File: src/rtl/dmem_port_arbiter_pkg.sv
// ============================================================================
// Module      : dmem_arb_pkg
// Description : Shared types and constants for the data-memory port arbiter.
// Revision    : 1.0 - initial release
// ============================================================================
`default_nettype none

package dmem_arb_pkg;

    typedef enum logic [0:0] {
        ST_IDLE = 1'b0,
        ST_BUSY = 1'b1
    } state_t;

    localparam int PORT_MEM = 0;
    localparam int PORT_DBG = 1;

    // Wait counter is never narrower than one bit, even for WAIT_CYCLES == 0.
    function automatic int cnt_width(input int wait_cycles);
        return (wait_cycles > 0) ? $clog2(wait_cycles + 1) : 1;
    endfunction

endpackage : dmem_arb_pkg

`default_nettype wire

File: src/rtl/dmem_port_arbiter_if.sv
// ============================================================================
// Module      : dmem_port_arbiter_if
// Description : Requester and memory-side signal bundle for the arbiter.
// Revision    : 1.0 - initial release
// ============================================================================
`default_nettype none

interface dmem_port_arbiter_if #(
    parameter int ADDR_W = 8,
    parameter int DATA_W = 8
);
    logic              req0,   req1;
    logic              we0,    we1;
    logic [ADDR_W-1:0] addr0,  addr1;
    logic [DATA_W-1:0] wdata0, wdata1;
    logic              gnt0,   gnt1;
    logic              done0,  done1;
    logic [DATA_W-1:0] rdata0, rdata1;
    logic [ADDR_W-1:0] mem_addr;
    logic              mem_we;
    logic [DATA_W-1:0] mem_wdata;
    logic [DATA_W-1:0] mem_rdata;
    logic              busy;

    modport slave (
        input  req0, req1, we0, we1, addr0, addr1, wdata0, wdata1, mem_rdata,
        output gnt0, gnt1, done0, done1, rdata0, rdata1,
               mem_addr, mem_we, mem_wdata, busy
    );

    modport master (
        output req0, req1, we0, we1, addr0, addr1, wdata0, wdata1, mem_rdata,
        input  gnt0, gnt1, done0, done1, rdata0, rdata1,
               mem_addr, mem_we, mem_wdata, busy
    );
endinterface : dmem_port_arbiter_if

`default_nettype wire

File: src/rtl/dmem_port_arbiter_rr_arb2.sv
// ============================================================================
// Module      : rr_arb2
// Description : Combinational two-way picker; round-robin by default,
//               fixed priority (port 0 wins) when DMEM_ARB_FIXED_PRI_EN.
// Revision    : 1.0 - initial release
// ============================================================================
`default_nettype none

module rr_arb2
    import dmem_arb_pkg::*;
(
    input  wire logic [1:0] i_req,
    input  wire logic       i_ptr,
    output logic      [1:0] o_gnt,
    output logic            o_ptr_nxt
);

`ifdef DMEM_ARB_FIXED_PRI_EN
    logic w_unused_ptr;
    assign w_unused_ptr = i_ptr;

    always_comb begin
        o_gnt = 2'b00;
        if (i_req[PORT_MEM])
            o_gnt[PORT_MEM] = 1'b1;
        else if (i_req[PORT_DBG])
            o_gnt[PORT_DBG] = 1'b1;
    end
`else
    always_comb begin
        o_gnt = 2'b00;
        if (i_req == 2'b11)
            o_gnt[i_ptr] = 1'b1;
        else
            o_gnt = i_req;
    end
`endif

    // After a grant the pointer favours the port that just lost out.
    always_comb begin
        o_ptr_nxt = i_ptr;
        if (|o_gnt)
            o_ptr_nxt = o_gnt[PORT_MEM];
    end

endmodule : rr_arb2

`default_nettype wire

File: src/rtl/dmem_port_arbiter.sv
// ============================================================================
// Module      : dmem_port_arbiter
// Description : Two-port arbiter/sequencer in front of a single-port data
//               memory. Option macro: DMEM_ARB_FIXED_PRI_EN (fixed priority).
// Revision    : 1.0 - initial release
// ============================================================================
`default_nettype none

module dmem_port_arbiter
    import dmem_arb_pkg::*;
#(
    parameter int ADDR_W      = 8,
    parameter int DATA_W      = 8,
    parameter int WAIT_CYCLES = 1
) (
    input  wire logic            clk,
    input  wire logic            rst_n,
    dmem_port_arbiter_if.slave   bus
);

    localparam int CNT_W = cnt_width(WAIT_CYCLES);

    state_t            r_state, w_state_nxt;
    logic [CNT_W-1:0]  r_cnt,   w_cnt_nxt;
    logic              r_port;
    logic              r_we;
    logic [ADDR_W-1:0] r_addr;
    logic [DATA_W-1:0] r_wdata;
    logic              r_done0, r_done1;
    logic [DATA_W-1:0] r_rdata0, r_rdata1;

    logic [1:0]        w_req, w_pick, w_grant;
    logic              w_ptr, w_ptr_nxt, w_last;

    assign w_req  = {bus.req1, bus.req0};
    assign w_last = (r_state == ST_BUSY) && (r_cnt == '0);

`ifdef DMEM_ARB_FIXED_PRI_EN
    logic w_unused_ptr_nxt;
    assign w_ptr            = 1'b0;
    assign w_unused_ptr_nxt = w_ptr_nxt;
`else
    logic r_ptr;
    assign w_ptr = r_ptr;

    always_ff @(posedge clk or negedge rst_n) begin
        if (!rst_n)
            r_ptr <= 1'b0;
        else if (|w_grant)
            r_ptr <= w_ptr_nxt;
    end
`endif

    rr_arb2 u_pick (
        .i_req     (w_req),
        .i_ptr     (w_ptr),
        .o_gnt     (w_pick),
        .o_ptr_nxt (w_ptr_nxt)
    );

    always_ff @(posedge clk or negedge rst_n) begin
        if (!rst_n) begin
            r_state <= ST_IDLE;
            r_cnt   <= '0;
        end else begin
            r_state <= w_state_nxt;
            r_cnt   <= w_cnt_nxt;
        end
    end

    always_comb begin
        w_state_nxt = r_state;
        w_cnt_nxt   = r_cnt;
        w_grant     = 2'b00;
        case (r_state)
            ST_IDLE: begin
                if (|w_req) begin
                    w_grant     = w_pick;
                    w_state_nxt = ST_BUSY;
                    w_cnt_nxt   = CNT_W'(WAIT_CYCLES);
                end
            end
            ST_BUSY: begin
                if (r_cnt == '0)
                    w_state_nxt = ST_IDLE;
                else
                    w_cnt_nxt = r_cnt - 1'b1;
            end
            default: w_state_nxt = ST_IDLE;
        endcase
    end

    always_ff @(posedge clk or negedge rst_n) begin
        if (!rst_n) begin
            r_port   <= 1'b0;
            r_we     <= 1'b0;
            r_addr   <= '0;
            r_wdata  <= '0;
            r_done0  <= 1'b0;
            r_done1  <= 1'b0;
            r_rdata0 <= '0;
            r_rdata1 <= '0;
        end else begin
            r_done0 <= 1'b0;
            r_done1 <= 1'b0;
            if (|w_grant) begin
                r_port  <= w_grant[PORT_DBG];
                r_we    <= w_grant[PORT_DBG] ? bus.we1    : bus.we0;
                r_addr  <= w_grant[PORT_DBG] ? bus.addr1  : bus.addr0;
                r_wdata <= w_grant[PORT_DBG] ? bus.wdata1 : bus.wdata0;
            end
            // Completion: writes leave the port's read data untouched.
            if (w_last) begin
                if (r_port) begin
                    r_done1 <= 1'b1;
                    if (!r_we)
                        r_rdata1 <= bus.mem_rdata;
                end else begin
                    r_done0 <= 1'b1;
                    if (!r_we)
                        r_rdata0 <= bus.mem_rdata;
                end
            end
        end
    end

    // Grants are suppressed while reset is held so every output reads 0.
    assign bus.gnt0      = w_grant[PORT_MEM] & rst_n;
    assign bus.gnt1      = w_grant[PORT_DBG] & rst_n;
    assign bus.done0     = r_done0;
    assign bus.done1     = r_done1;
    assign bus.rdata0    = r_rdata0;
    assign bus.rdata1    = r_rdata1;
    assign bus.busy      = (r_state == ST_BUSY);
    assign bus.mem_addr  = (r_state == ST_BUSY) ? r_addr  : '0;
    assign bus.mem_wdata = (r_state == ST_BUSY) ? r_wdata : '0;
    assign bus.mem_we    = w_last & r_we;

endmodule : dmem_port_arbiter

`default_nettype wire

File: src/flat_wrapper.sv
// flat-port wrapper written by rule: the top's interface ports become plain ports
module dmem_port_arbiter_flat import dmem_arb_pkg::*;
#(
    parameter int ADDR_W      = 8,
    parameter int DATA_W      = 8,
    parameter int WAIT_CYCLES = 1
)
  (clk, rst_n, bus_req0, bus_req1, bus_we0, bus_we1, bus_addr0, bus_addr1, bus_wdata0, bus_wdata1, bus_mem_rdata, bus_gnt0, bus_gnt1, bus_done0, bus_done1, bus_rdata0, bus_rdata1, bus_mem_addr, bus_mem_we, bus_mem_wdata, bus_busy);
  dmem_port_arbiter_if #(.ADDR_W(ADDR_W), .DATA_W(DATA_W)) bus_i ();
  input  wire logic clk;
  input  wire logic rst_n;
  input wire logic [$bits(bus_i.req0)-1:0] bus_req0;
  input wire logic [$bits(bus_i.req1)-1:0] bus_req1;
  input wire logic [$bits(bus_i.we0)-1:0] bus_we0;
  input wire logic [$bits(bus_i.we1)-1:0] bus_we1;
  input wire logic [$bits(bus_i.addr0)-1:0] bus_addr0;
  input wire logic [$bits(bus_i.addr1)-1:0] bus_addr1;
  input wire logic [$bits(bus_i.wdata0)-1:0] bus_wdata0;
  input wire logic [$bits(bus_i.wdata1)-1:0] bus_wdata1;
  input wire logic [$bits(bus_i.mem_rdata)-1:0] bus_mem_rdata;
  output wire logic [$bits(bus_i.gnt0)-1:0] bus_gnt0;
  output wire logic [$bits(bus_i.gnt1)-1:0] bus_gnt1;
  output wire logic [$bits(bus_i.done0)-1:0] bus_done0;
  output wire logic [$bits(bus_i.done1)-1:0] bus_done1;
  output wire logic [$bits(bus_i.rdata0)-1:0] bus_rdata0;
  output wire logic [$bits(bus_i.rdata1)-1:0] bus_rdata1;
  output wire logic [$bits(bus_i.mem_addr)-1:0] bus_mem_addr;
  output wire logic [$bits(bus_i.mem_we)-1:0] bus_mem_we;
  output wire logic [$bits(bus_i.mem_wdata)-1:0] bus_mem_wdata;
  output wire logic [$bits(bus_i.busy)-1:0] bus_busy;
  assign bus_i.req0 = bus_req0;
  assign bus_i.req1 = bus_req1;
  assign bus_i.we0 = bus_we0;
  assign bus_i.we1 = bus_we1;
  assign bus_i.addr0 = bus_addr0;
  assign bus_i.addr1 = bus_addr1;
  assign bus_i.wdata0 = bus_wdata0;
  assign bus_i.wdata1 = bus_wdata1;
  assign bus_i.mem_rdata = bus_mem_rdata;
  assign bus_gnt0 = bus_i.gnt0;
  assign bus_gnt1 = bus_i.gnt1;
  assign bus_done0 = bus_i.done0;
  assign bus_done1 = bus_i.done1;
  assign bus_rdata0 = bus_i.rdata0;
  assign bus_rdata1 = bus_i.rdata1;
  assign bus_mem_addr = bus_i.mem_addr;
  assign bus_mem_we = bus_i.mem_we;
  assign bus_mem_wdata = bus_i.mem_wdata;
  assign bus_busy = bus_i.busy;
  dmem_port_arbiter #(.ADDR_W(ADDR_W), .DATA_W(DATA_W), .WAIT_CYCLES(WAIT_CYCLES)) u_core (.clk(clk), .rst_n(rst_n), .bus(bus_i));
endmodule
File: config.mk
export PLATFORM = sky130hd
export DESIGN_NAME = dmem_port_arbiter_flat
export DESIGN_NICKNAME = d
export VERILOG_FILES = /design/src/rtl/dmem_port_arbiter_pkg.sv /design/src/rtl/dmem_port_arbiter_if.sv /design/src/rtl/dmem_port_arbiter_rr_arb2.sv /design/src/rtl/dmem_port_arbiter.sv /design/src/flat_wrapper.sv
export SDC_FILE = /design/constraint.sdc
export NUM_CORES = 1
export LEC_CHECK = 0
export ABC_CLOCK_PERIOD_IN_PS = 3500
export CELL_PAD_IN_SITES_DETAIL_PLACEMENT = 1
export CELL_PAD_IN_SITES_GLOBAL_PLACEMENT = 1
export CORE_MARGIN = 4
export CORE_UTILIZATION = 34
export CTS_BUF_LIST = sky130_fd_sc_hd__clkbuf_4 sky130_fd_sc_hd__clkbuf_8
export DETAILED_ROUTE_END_ITERATION = 12
export PLACE_DENSITY_LB_ADDON = 0.12
export SYNTH_ARGS = -nofsm -noshare
export SYNTH_HDL_FRONTEND = slang
export SYNTH_SLANG_ARGS = --single-unit
File: constraint.sdc
create_clock -name clk -period 3.5 [get_ports clk]
set_input_delay 0.525 -clock clk [delete_from_list [all_inputs] [get_ports clk]]
set_output_delay 0.525 -clock clk [all_outputs]
set_load 0.01 [all_outputs]
* Word level (Yosys, flattened, before mapping)
Index checks and enable logic that the tools add are counted.
** Word-level totals
- Memory bits (writable) :: 0
- Memories kept :: 0
- Input port bits :: 46
- Flip-flop bits (word level) :: 39
- Bits in latches :: 0
- Bits in read-only memories :: 0
- Output and inout bits :: 38
- Logic and storage cells :: 51
** Cells by class
- Divide/modulo/power cells :: 0
- Muxes and demuxes :: 20
- Shift operators :: 0
- Equal/unequal tests :: 2
- Add/sub/neg operators :: 1
- $lt $le $gt $ge :: 2
- Reductions and logical operators :: 8
- Bitwise gates (word level) :: 7
- $mul :: 0
** Operators with widths (count)
- 8-bit two-way mux :: 4
- 1-bit two-way mux :: 10
- 2-bit two-way mux :: 3
- 3-bit AND reduction :: 2
- 2-bit OR reduction :: 3
- 1-bit inverter :: 4
- 1-bit one-hot mux with 2 select lines :: 2
- 1-bit bitwise AND :: 3
- 2-bit == test (second input constant) :: 1
- 1-bit logical AND :: 2
- 1-bit by 2-bit < comparator with 1-bit output (second input constant) :: 1
- 2-bit by 1-bit != test with 1-bit output (second input constant) :: 1
- 2-bit AND reduction :: 1
- 1-bit demux with 1-bit select :: 1
- 1-bit >= comparator (second input constant) :: 1
- 1-bit subtractor (second input constant) :: 1

* Depth between registers and ports, before layout
- Word-level depth :: 9
- Gate-level depth with buffers :: 5
- Mapped depth without buffers :: 3

* Modules after synthesis
A second synthesis with hierarchy kept.
** Unflattened totals
- Cell total of the unflattened synthesis :: 138
- Area, all modules :: 1818.0 µm²
** Modules (own cells, without submodules)
- dmem_port_arbiter :: instances 1, area an instance 1790.5 µm², seq. area each 975.9 µm², cells each 133
- rr_arb2 :: instances 1, area an instance 27.5 µm², seq. area each 0.0 µm², cells each 5

* Worst setup path before layout
No wires, ideal clock.
- Kind :: input port to output port
- From :: input bus_req0
- To :: output bus_gnt1
- Arrival time :: 1.195 ns
- Stages :: 4
- Data required time :: 2.975 ns
- Path buffers :: 2
- Setup slack :: 1.780 ns
- Path through :: nor2b_1 clkbuf_2 buf_2 nor3_1
** Between the ends
- Word-level cells in the longest chain between the ends :: 5
- Elaborated cells on any way between the ends :: 6
- Classes of those cells :: 1 x eq/ne; 3 x mux; 1 x bitwise; 1 x reduce/logical
** Ends and longest elaborated chain
- start: declaration :: RTL line flat_wrapper.sv:12 : input wire logic [$bits(bus_i.req0)-1:0] bus_req0;
- 2-bit == test :: RTL line dmem_port_arbiter_rr_arb2.sv:32 : if (i_req == 2'b11)
- 2-bit two-way mux :: RTL line dmem_port_arbiter_rr_arb2.sv:32
- 2-bit two-way mux * :: RTL line dmem_port_arbiter.sv:77 : if (|w_req) begin
- 2-bit two-way mux * :: RTL line dmem_port_arbiter.sv:75 : case (r_state)
- 1-bit bitwise AND * :: RTL line dmem_port_arbiter.sv:129 : assign bus.gnt1 = w_grant[PORT_DBG] & rst_n;
- end: declaration :: RTL line flat_wrapper.sv:22 : output wire logic [$bits(bus_i.gnt1)-1:0] bus_gnt1;
Every way passes the cells marked *; elsewhere a longest branch is shown, timed or not.

* Worst setup path in the final report
- From :: register u_core.r_state, in the netlist u_core.bus.busy
- To :: output bus_gnt1
** Between the ends
- Word-level cells in the longest chain between the ends :: 2
** Ends and longest elaborated chain
- start: declaration :: RTL line dmem_port_arbiter.sv:23 : state_t r_state, w_state_nxt;
- start signal: assignment :: RTL line dmem_port_arbiter.sv:66 : r_state <= w_state_nxt;
- 2-bit two-way mux :: RTL line dmem_port_arbiter.sv:75
- 1-bit bitwise AND :: RTL line dmem_port_arbiter.sv:129
No other way between the ends.

==> metrics.md <==
| Metric | Value |
|---|---|
| Final setup viols | 0 |
| Initial drt markers | 52 |
| YS warnings | 0 |
| Placer Congestion | 0.711 |
| Via count | 1602 |
| Pre-CTS setup slack | 1090 ps |
| CTS Hold Bufs | 0 |
| Worst setup margin | 986 ps |
| Post-Syn Nets | 222 |
| Final period utilization | 0.718 |
| Area Overhead vs Synth | 54.5% |
| Switching Fraction | 0.345 |
| CTS Buffer Depth | 2 |
| Simple-Gate Fraction of Synth Area | 0.189 |
| Tot GR Track Use | 0.176 |
| Rows | 26 |
| Worst EP required | 2970 ps |
| Layout cells sized above 1 | 0.125 |
| Skew-Pair Late Insertion Delay | 290 ps |
| Clk sink count | 39 |
| Seq/Total Area, Yosys | 0.536 |
| CP Launch Type | flop |
| Peak Freq | 0.398 GHz |
| Routed Antenna Nets | 0 |
| Compound-Gate Fraction of Synth Area | 0.129 |
| TNS Setup | 0 ps |
| First-pass GRT wire length | 8.83 mm |
| CTS tree | yes |
| Synth Area in XOR/XNOR | 0 |
| First-pass iteration count of the detailed router | 3 |
| Final net count | 302 |
| Fin util | 0.547 |
| Chip height | 81.2 um |
| Synth unique cells | 23 |
| Detailed-route wire length per cell | 16.2 um |
| Multi-input gate area | 759 sq um |
| Async SR Flop Fraction | 1.00 |
| Setup Crit Path Kind | reg -> out |
| EDFF count, synth | 0 |
| Post-cts repair resize count | 0 |
| Syn avg cell area | 10.3 sq um |
| Status | finished clean |
| Drt total wl | 5.29 mm |
| Max Cap Viol | 0 |
| Clk_skew | 7.04 ps |
| Pin count of the biggest net entering global routing | 40 |
| Sequential cell area | 976 sq um |
| Root Buffer | clkbuf_8 |
| Total Power | 2420 uW |
| CP Capture Type | primary output |
| Clk slew on worst S/H paths | 80 ps |
| Drt drc | 0 |
| CP max FO | 23 |
| RSZ-0062 raised after global routing | false |
| Via density | 4.90 |
| Grt total ovfl | 0 |
| Combinational Power Share | 0.495 |
| Syn Inst Count | 176 |
| P_int | 1580 uW |
| Adder-cell area share of the yosys netlist | 0 |
| WP data arrival | 1990 ps |
| H-tree depth | 2 |
| Main combinational cell family by area after synthesis | simple AND/OR/NAND/NOR gates |
| Reg power frac | 0.345 |
| Setup Fix Bufs, Post-CTS | 0 |
| Ant diodes | 0 |
| Hold Path Class | in -> async |
| Antenna violations before repair | 1 |
| # IOs | 84 |
| Die W | 81.2 um |
| Main flop type after synthesis | dfrtp_1 |
| CTS Buf Count | 5 |
| Post-DP HPWL | 3.85 mm |
| Die area | 6590 sq um |
| Min Tclk post-route | 2510 ps |
| Fillers | 587 |
| Syn Std Cell Area | 1820 sq um |
| Power Dens Cells | 860 nW/um^2 |
| Core Area | 5140 sq um |
| Worst-Margin Slew | 748 ps |
| Final hold violation count | 0 |
| Commonest non-fill, non-tap cells in the layout | 82 x clkdlybuf4s50_1, 39 x dfrtp_1, 20 x nor2_1, 18 x o21ai_0 |
| Clock power share | 0.161 |
| Vias in the first global route | 1755 |
| Initial Util | 0.354 |
| Switching power | 834 uW |
| Post-synthesis mux area share | 0.0990 |
| Pins Over Slew Limit | 0 |
| Slew margin rel. | 0.501 |
| Flops & latches, synth | 39 |
| Most common cell after layout, fill and taps aside | clkdlybuf4s50_1 |
| Static Leakage | 0.00113 uW |
| PortBufs | 83 |
| Max IR drop VDD | 0.000405 V |
## state kept, by name (all words and copies together) (netlist names)
| register | flops |
|---|---|
| u_core.bus.busy | 1 |
| u_core.r_ptr | 1 |
| u_core.r_addr | 8 |
| u_core.r_port | 1 |
| u_core.bus.done0 | 1 |
| u_core.bus.rdata1 | 8 |
| u_core.bus.done1 | 1 |
| u_core.r_wdata | 8 |
| u_core.r_cnt | 1 |
| u_core.bus.rdata0 | 8 |
| u_core.r_we | 1 |
## worst max-delay path, stage by stage, from the launching register on
cell and delay [ps]:
dfrtp_1 660, nand2b_1 300, nor3_1 170, clkdlybuf4s50_1 560
## area by class of cell
type                            count  area share
Timing Repair Buffer               87       0.304
Clock buffer                        6      0.0294
Inverter                            4     0.00534
Sequential cell                    39       0.347
Tap cell                           70      0.0312
Clock inverter                      2      0.0125
Multi-Input combinational cell    119       0.270
## worst paths after layout
path	startpoint	endpoint	slack, ps	cells past startpoint
max	u_core.bus.busy	bus_gnt1	990	3
min	rst_n	u_core.r_wdata[6]	300	2
max reg2reg	u_core.bus.busy	u_core.bus.rdata0[1]	1610	3
min reg2reg	u_core.bus.rdata0[7]	u_core.bus.rdata0[7]	500	1
max in group asynchronous	rst_n	u_core.r_wdata[1]	2850	2
min in group clk	u_core.bus.rdata0[7]	u_core.bus.rdata0[7]	500	1
## synthesized netlist by cell type, types with 2 or more instances
master    instances  area [sq um]
a21o_1            2          15.0
a31oi_1          17           106
and2_1           16           100
buf_2             9          45.0
clkbuf_1          3          11.3
dfrtp_1          39           976
inv_1             4          15.0
mux2_2           15           169
nand2_1           2          7.51
nand2b_1          2          12.5
nand3_1          17          85.1
nor2_1           20          75.1
nor2b_1           2          12.5
nor3_4            2          32.5
o21ai_0          18          90.1
## metal layers
metal	wire, um	global-route usage	up-vias	share of wire
met5	20	0	-	0.0038
met4	51	0.0405	2	0.0096
met3	256	0.0499	8	0.048
met2	2760	0.323	46	0.52
met1	2200	0.201	778	0.42
li1	-	-	768	-
## through the flow
step                      area, sq um  std cells  hold slack, ps
after CTS                        2810        327             319
after global placement           2690        319             466
after floorplan                  1820        176             229
after global routing             2810        327             357
after detailed placement         2690        319             487
final                            2810        327             304
## cell families after synthesis
group,Yosys count
buf+inv,18
mux,16
flops,39
compound gates,40
simple gates,63
## power by group through the flow
stage	Clock (uW)	Combinational, uW	Sequential (uW)
2_1_floorplan	0	593	840
3_3_place_gp	0	1200	831
3_5_place_dp	0	1220	849
4_1_cts	398	1220	839
5_1_grt	418	1310	876
6_report	389	1200	834
Power figures use the tool's default switching activity.
